==> config.mk <==
export PLATFORM = sky130hd
export DESIGN_NAME = arrow_hit_ctrl
export DESIGN_NICKNAME = d
export VERILOG_FILES = /design/src/rtl/objects_pkg.sv /design/src/rtl/arrow_hit_ctrl_hit_latch_bank.sv /design/src/rtl/arrow_hit_ctrl.sv
export SDC_FILE = /design/constraint.sdc
export NUM_CORES = 1
export LEC_CHECK = 0
export BUFFER_PORTS_ARGS = -buffer_cell sky130_fd_sc_hd__buf_2
export CELL_PAD_IN_SITES_DETAIL_PLACEMENT = 0
export CELL_PAD_IN_SITES_GLOBAL_PLACEMENT = 1
export CORE_ASPECT_RATIO = 0.75
export CORE_UTILIZATION = 42
export DETAILED_ROUTE_END_ITERATION = 7
export PLACE_DENSITY = 0.75
export SYNTH_ARGS = -nofsm -noshare
export SYNTH_HDL_FRONTEND = slang
export SYNTH_HIERARCHICAL = 1
export SYNTH_SLANG_ARGS = --single-unit
export TNS_END_PERCENT = 5
==> constraint.sdc <==
create_clock -name clk -period 2.4 [get_ports clk]
set_input_delay 0.24 -clock clk [delete_from_list [all_inputs] [get_ports clk]]
set_output_delay 0.24 -clock clk [all_outputs]
set_load 0.02 [all_outputs]
==> src/rtl/objects_pkg.sv <==
// Shared types and helpers for the arrow collision logic.
// Holds the hit FSM encoding and the ball-index priority encoder.
package objects_pkg;

    localparam int MAX_BALLS = 8;

    typedef enum logic {
        SCAN = 1'b0,
        REQ  = 1'b1
    } hit_st_t;

    // Lowest set bit wins, so the first ball in index order is the one split.
    function automatic logic [2:0] lowest_set_idx(input logic [MAX_BALLS-1:0] v);
        logic [2:0] idx;
        idx = '0;
        for (int i = MAX_BALLS - 1; i >= 0; i--) begin
            if (v[i]) idx = 3'(i);
        end
        return idx;
    endfunction

endpackage

==> src/rtl/arrow_hit_ctrl_hit_latch_bank.sv <==
// Sticky OR latches, one per ball plus one for the top border; updated one clock after the pixel.
// No backpressure: clear has priority over set, and set only accumulates while enabled.
module hit_latch_bank #(
    parameter int N = 5
) (
    input  logic         clk,
    input  logic         reset,
    input  logic         i_clr,
    input  logic         i_en,
    input  logic [N-1:0] i_set,
    output logic [N-1:0] o_hits
);

    logic [N-1:0] r_hits;

    always_ff @(posedge clk) begin
        if (reset || i_clr) begin
            r_hits <= '0;
        end else if (i_en) begin
            r_hits <= r_hits | i_set;
        end
    end

    assign o_hits = r_hits;

endmodule

==> src/rtl/arrow_hit_ctrl.sv <==
// Arrow collision responder: latches frame hits, crash/scoreInc one clock after startOfFrame.
// splitReq is held until splitAck or ACK_TIMEOUT REQ clocks; hits and frames are ignored meanwhile.
module arrow_hit_ctrl
    import objects_pkg::*;
#(
    parameter int NUM_BALLS   = 4,
    parameter int ACK_TIMEOUT = 1023
) (
    input  logic                 clk,
    input  logic                 reset,
    input  logic                 startOfFrame,
    input  logic                 arrowDR,
    input  logic [NUM_BALLS-1:0] ballDR,
    input  logic                 topBorderDR,
    input  logic                 splitAck,
    output logic                 crash,
    output logic                 splitReq,
    output logic [2:0]           splitIdx,
    output logic                 scoreInc,
    output logic                 ackTimeoutErr
);

    localparam int                CNT_W   = $clog2(ACK_TIMEOUT + 1);
    localparam logic [CNT_W-1:0] CNT_MAX = CNT_W'(ACK_TIMEOUT);

    hit_st_t            r_state;
    logic               r_crash;
    logic               r_split_req;
    logic [2:0]         r_split_idx;
    logic               r_score_inc;
    logic               r_ack_err;
    logic [CNT_W-1:0]   r_cnt;

    logic                 w_in_scan;
    logic                 w_clr;
    logic [NUM_BALLS:0]   w_set;
    logic [NUM_BALLS:0]   w_hits;
    logic [NUM_BALLS-1:0] w_ball_hits;
    logic                 w_border_hit;
    logic [MAX_BALLS-1:0] w_ball_ext;
    logic [CNT_W-1:0]     w_cnt_nxt;
    logic                 w_timeout;

    assign w_in_scan = (r_state == SCAN);
    // Latches are held clear outside SCAN and cleared by the frame edge that evaluates them.
    assign w_clr     = ~w_in_scan | startOfFrame;
    assign w_set     = {arrowDR & topBorderDR, {NUM_BALLS{arrowDR}} & ballDR};

    hit_latch_bank #(
        .N (NUM_BALLS + 1)
    ) u_hit_latch_bank (
        .clk    (clk),
        .reset  (reset),
        .i_clr  (w_clr),
        .i_en   (w_in_scan),
        .i_set  (w_set),
        .o_hits (w_hits)
    );

    assign w_ball_hits  = w_hits[NUM_BALLS-1:0];
    assign w_border_hit = w_hits[NUM_BALLS];
    assign w_ball_ext   = MAX_BALLS'(w_ball_hits);

    assign w_cnt_nxt = (r_cnt == CNT_MAX) ? r_cnt : r_cnt + CNT_W'(1);
    assign w_timeout = (w_cnt_nxt == CNT_MAX);

    always_ff @(posedge clk) begin
        if (reset) begin
            r_state     <= SCAN;
            r_crash     <= 1'b0;
            r_split_req <= 1'b0;
            r_split_idx <= '0;
            r_score_inc <= 1'b0;
            r_ack_err   <= 1'b0;
            r_cnt       <= '0;
        end else begin
            r_crash     <= 1'b0;
            r_score_inc <= 1'b0;
            case (r_state)
                SCAN: begin
                    if (startOfFrame) begin
                        if (|w_ball_hits) begin
                            r_crash     <= 1'b1;
                            r_score_inc <= 1'b1;
                            r_split_idx <= lowest_set_idx(w_ball_ext);
                            r_split_req <= 1'b1;
                            r_cnt       <= '0;
                            r_state     <= REQ;
                        end else if (w_border_hit) begin
                            r_crash <= 1'b1;
                        end
                    end
                end
                REQ: begin
                    if (splitAck) begin
                        r_split_req <= 1'b0;
                        r_cnt       <= '0;
                        r_state     <= SCAN;
                    end else if (w_timeout) begin
                        r_split_req <= 1'b0;
                        r_ack_err   <= 1'b1;
                        r_cnt       <= '0;
                        r_state     <= SCAN;
                    end else begin
                        r_cnt <= w_cnt_nxt;
                    end
                end
                default: r_state <= SCAN;
            endcase
        end
    end

    assign crash         = r_crash;
    assign splitReq      = r_split_req;
    assign splitIdx      = r_split_idx;
    assign scoreInc      = r_score_inc;
    assign ackTimeoutErr = r_ack_err;

endmodule

# Yosys cells after proc, flatten, opt, wreduce, memory -nomap -nowiden
# Index checks and enable logic that the tools add are counted.
# Widths: inputs -> output; s select.
# totals
reg_bits,23
output_inout_bits,7
inputBits,10
n_memories,0
ramBits,0
latchBits,0
mem_bits_ro,0
# op_classes
reduce_logical,8
shifts,0
n_lt_le_gt_ge,0
muxes,22
n_eq_ne,5
bitwise,7
mul,0
div_mod_pow,0
add_sub_neg,1
# op_table
cell,n
$mux 10,5
$eq 10x10->1 const B,2
$pmux 10 s2,1
$add 10x1->10 const B,1
$mux 1,10
$mux 3,3
$reduce_and 3->1,3
$or 5x5->5,1
$and 4x4->4,1
$ne 2x2->1 const B,2
$pmux 1 s2,2
$reduce_or 4->1,1
$ne 3x2->1 const B,1
$not 1->1,3
$reduce_or 3->1,1
$mux 2,1
$reduce_and 2->1,1
$reduce_or 2->1,1
$and 1x1->1,1
$logic_or 1x1->1,1
$or 1x1->1,1

# Logic depth before layout (Yosys ltp)
# depth
ltp_word,6
depth_mapped,9
mapped_depth_nobuf,7

# Hierarchy
# The synthesis kept the hierarchy.
# modules_own_cells
module,seq_area_each_um2,cells_each,area_per_inst_um2,instances
arrow_hit_ctrl,340.3,128,1094.8,1
hit_latch_bank,100.1,15,150.1,1

# Least setup slack after synthesis
# Ideal clock, no wire load.
# synth_timing
kind,register -> register
startpoint,reg r_cnt[1]
endpoint,reg r_cnt[5]
t_arrival_ns,2.057
period_less_slack_ns,2.174
setup_time_ns,0.117
slack_ns,0.226
path_stages_with_launch,10
required_time_ns,2.283
cell_sequence,dfxtp_1 -> ha_1 -> buf_6 -> nand3_2 -> o32ai_2 -> o2111ai_2 -> o31ai_4 -> buf_6 -> nor2_1 -> o22a_1
# synth_between
elab_chain_cells,6
word_cells_on_any_way,7
cone_classes,add/sub (1); eq/ne (2); mux (4)
# synth_rtl
item,line_no,source
"start, declared",arrow_hit_ctrl.sv:32,logic [CNT_W-1:0] r_cnt;
"start signal, assigned",arrow_hit_ctrl.sv:105,r_cnt <= w_cnt_nxt;
$add 10x1->10 / $eq 10x10->1 (equally long branches),arrow_hit_ctrl.sv:64,assign w_cnt_nxt = (r_cnt == CNT_MAX) ? r_cnt : r_cnt + CNT_W'(1);
$mux 10 *,arrow_hit_ctrl.sv:64,
$eq 10x10->1,arrow_hit_ctrl.sv:65,assign w_timeout = (w_cnt_nxt == CNT_MAX);
$mux 10 *,arrow_hit_ctrl.sv:99,end else if (w_timeout) begin
$mux 10 *,arrow_hit_ctrl.sv:95,if (splitAck) begin
$pmux 10 s2 *,arrow_hit_ctrl.sv:79,case (r_state)
# Every way passes the cells marked *; elsewhere a longest branch is shown, timed or not.
# A chain may end at the register's enable or synchronous reset.

# Final worst setup path
# layout_timing
startpoint,reg r_cnt[8]
endpoint,reg r_cnt[3]
# Same word-level chain as after synthesis.

==> flow_metrics.py <==
metrics = {
    "run_status": {
        "status": "completed",
    },
    "finish": {
        "stdcell_count": 195,
        "syn2layout_area_growth_pct": 10.4,
        "drive_above_1_share": 0.226,
        "antenna_cells": 0,
        "nets": 171,
        "final_cell_area_mm2": 0.00137,
        "final_core_util": 0.508,
    },
    "worst_setup_path": {
        "arrival_ns": 2.36,
        "cpPeakStageDelay_ns": 0.48,
        "slowest_stage": "or4_1",
        "crit_type": "reg2reg",
        "critPathRequiredTime_ns": 2.59,
        "cp_max_fo": 7,
        "path_cells": "nand3_1, o311a_1, a31oi_4, o31ai_4, buf_4, or4_1, o211ai_2",
        "start_kind": "flop",
        "ff2ff_path_depth": 7,
        "cp-end-kind": "flop",
    },
    "drt": {
        "drc": 0,
        "wl_per_cell_um": 14.5,
        "viasPerCell": 5.68,
        "drtIter0Drc": 90,
        "drt-total-wl_um": 2820,
        "vias": 1107,
        "first_pass_iters": 4,
        "final_antenna_net_count": 0,
    },
    "floorplanning": {
        "die-area_mm2": 0.00319,
        "pin_count": 17,
        "die_w_um": 64.9,
        "start_util": 0.461,
        "die_y_um": 49.2,
        "core_mm2": 0.00270,
        "num_rows": 16,
    },
    "pwr": {
        "power_leakage_uw": 0.000546,
        "share_comb_of_total_power": 0.104,
        "seqPwrFrac": 0.527,
        "peakVddDrop_v": 0.000319,
        "swShare": 0.239,
        "power_per_cell_area_mw_per_mm2": 525,
        "internal_power_uw": 549,
        "p_sw_uw": 173,
        "clkPwrFrac": 0.369,
    },
    "clock_network": {
        "numClockSinks": 22,
        "postCtsSetupBuffers": 0,
        "holdBufCountCts": 0,
        "ctsHtreeMaxLevel": 1,
        "root_buffer": "clkbuf_8",
        "clock_path_buffers": 2,
        "clk_latency_ns": 0.26,
        "path_clk_slew_ns": 0.08,
        "cts_tree": "built",
        "cts_buffers": 3,
        "cts_resized": 0,
    },
    "timing": {
        "period_share": 0.903,
        "drv_slew": 0,
        "period_needed_ns": 2.17,
        "setup_viol": 0,
        "skew_ns": 0.00484,
        "setup_tns_ns": 0,
        "holdWs_ns": 0.287,
        "max_freq_ghz": 0.461,
        "grt_setup_unrepaired": "false",
        "hold_viol": 0,
    },
    "yosys": {
        "synthXorXnorAreaFrac": 0.00704,
        "yosysWarnings": 6,
        "synth_cell_types": 45,
        "synthesis.area_mm2": 0.00124,
        "netlist_instances": 143,
        "muxShareOfSynthArea": 0,
        "synth-simple-area-share": 0.244,
        "ys_seq_elements": 22,
        "synth_compound_area_frac": 0.288,
        "ys.flop_type": "dfxtp_1",
        "avgSynthCellArea_um2": 8.71,
        "synthesis.nets": 154,
        "async_flop_share": 0,
        "synth_fa_ha_area_frac": 0.0101,
        "yosysSeqAreaShare": 0.354,
        "synth_edf_count": 0,
        "synth_top_family_by_area": "compound AO/OA/AOI/OAI gates",
    },
    "placement": {
        "place_hpwl_um": 2150,
        "io_buffers": 15,
        "dp_cells": 191,
        "place_area_mm2": 0.00132,
        "place.gp.congestion": 0.809,
    },
    "global_route": {
        "grt.overflow.total": 0,
        "grt_pass1_wl_um": 4760,
        "grt.total_usage": 0.196,
        "antenna_found_initial": 0,
        "grt_max_degree": 14,
        "grt_pass1_vias": 964,
    },
    "job": {
        "drv_cap": 0,
    },
    "hold_path": {
        "hold_path_class": "in2reg",
        "holdPathStages": 3,
    },
}
[power groups by stage]
| stage | combinational (µW) | sequential, µW | clock [µW] |
|---|---|---|---|
| after floorplan | 42.1 | 395 | 0 |
| after global placement | 73.8 | 389 | 0 |
| after detailed placement | 74.6 | 389 | 0 |
| after CTS | 74.9 | 381 | 277 |
| after global routing | 83.4 | 382 | 292 |
| final | 74.8 | 381 | 266 |
[per-layer routing]
metal | track usage | wire length (µm) | vias up
met5 | 0 | 0 | -
met4 | 0.0222 | 13 | 0
met3 | 0.0491 | 169 | 2
met2 | 0.273 | 1160 | 34
met1 | 0.306 | 1470 | 515
li1 | - | - | 556
[cells in the final DEF (no fill, tap or decap), types with 2 or more instances in the layout]
cell type,synthesis,routed
dfxtp_1,22,22
o21ai_0,2,2
nand2_1,13,13
nor2_1,11,11
o211ai_1,2,2
nand4_1,2,2
nor3_1,12,12
a21o_1,2,2
a31oi_1,4,4
inv_1,6,6
o22a_1,6,6
nand3_1,5,5
buf_2,0,15
clkbuf_8,0,4
a21oi_1,13,13
and2_1,7,7
buf_4,1,6
[sequential cells by signal, summed over array words and instances, names as in the netlist]
name and count:
splitReq 1, u_hit_latch_bank/o_hits 5, ackTimeoutErr 1, scoreInc 1, r_cnt 10, splitIdx 2, r_state 1, crash 1
[path summary, 6_finish.rpt]
path | startpoint | end | slack [ns]
setup reg to reg | r_cnt[8]$_SDFFE_PP0P_ | r_cnt[3]$_SDFFE_PP0P_ | 0.23
setup / recovery | r_cnt[8]$_SDFFE_PP0P_ | r_cnt[3]$_SDFFE_PP0P_ | 0.23
hold / removal | startOfFrame | scoreInc$_SDFF_PP0_ | 0.29
hold reg to reg | ackTimeoutErr$_SDFFE_PP0P_ | ackTimeoutErr$_SDFFE_PP0P_ | 0.48
[layout make-up]
| class | count | area, µm² |
|---|---|---|
| clock buffers | 4 | 55.1 |
| flip-flops and latches | 22 | 440 |
| well taps | 36 | 45.0 |
| repair buffers | 21 | 120 |
| inverters | 6 | 22.5 |
| fillers | 269 | 1330 |
| multi-input cells | 106 | 691 |
[critical path, delay by kind of cell (launching register included)]
family	cells	cell delay, ns
buffers and inverters	1	0.17
AND/OR/NAND/NOR	2	0.69
flip-flops	1	0.47
AO/OA/AOI/OAI	4	0.77
[Yosys cell counts (2+ instances only)]
| cell | n | area, µm² |
|---|---|---|
| dfxtp_1 | 22 | 440 |
| a21oi_1 | 13 | 65.1 |
| nand2_1 | 13 | 48.8 |
| nor3_1 | 12 | 60.1 |
| nor2_1 | 11 | 41.3 |
| and2_1 | 7 | 43.8 |
| buf_6 | 6 | 67.6 |
| inv_1 | 6 | 22.5 |
| o22a_1 | 6 | 52.6 |
| nand3_1 | 5 | 25.0 |
| a31oi_1 | 4 | 25.0 |
| a21o_1 | 2 | 15.0 |
| nand4_1 | 2 | 12.5 |
| o211ai_1 | 2 | 15.0 |
| o21ai_0 | 2 | 10.0 |
[cell families after synthesis]
family | after synthesis
buffers and inverters | 15
other | 1
flip-flops | 22
AND/OR/NAND/NOR | 59
AO/OA/AOI/OAI | 44
XOR/XNOR | 1
adder cells (fa/ha/maj) | 1
[metrics by stage]
step | setup WS [ns] | power [µW]
floorplan | 0.226 | 438
global placement | 0.250 | 462
detailed placement | 0.173 | 464
CTS | 0.160 | 732
global route | 0.0886 | 757
finish | 0.232 | 722
Note: power is estimated with default switching activity, not from simulation.
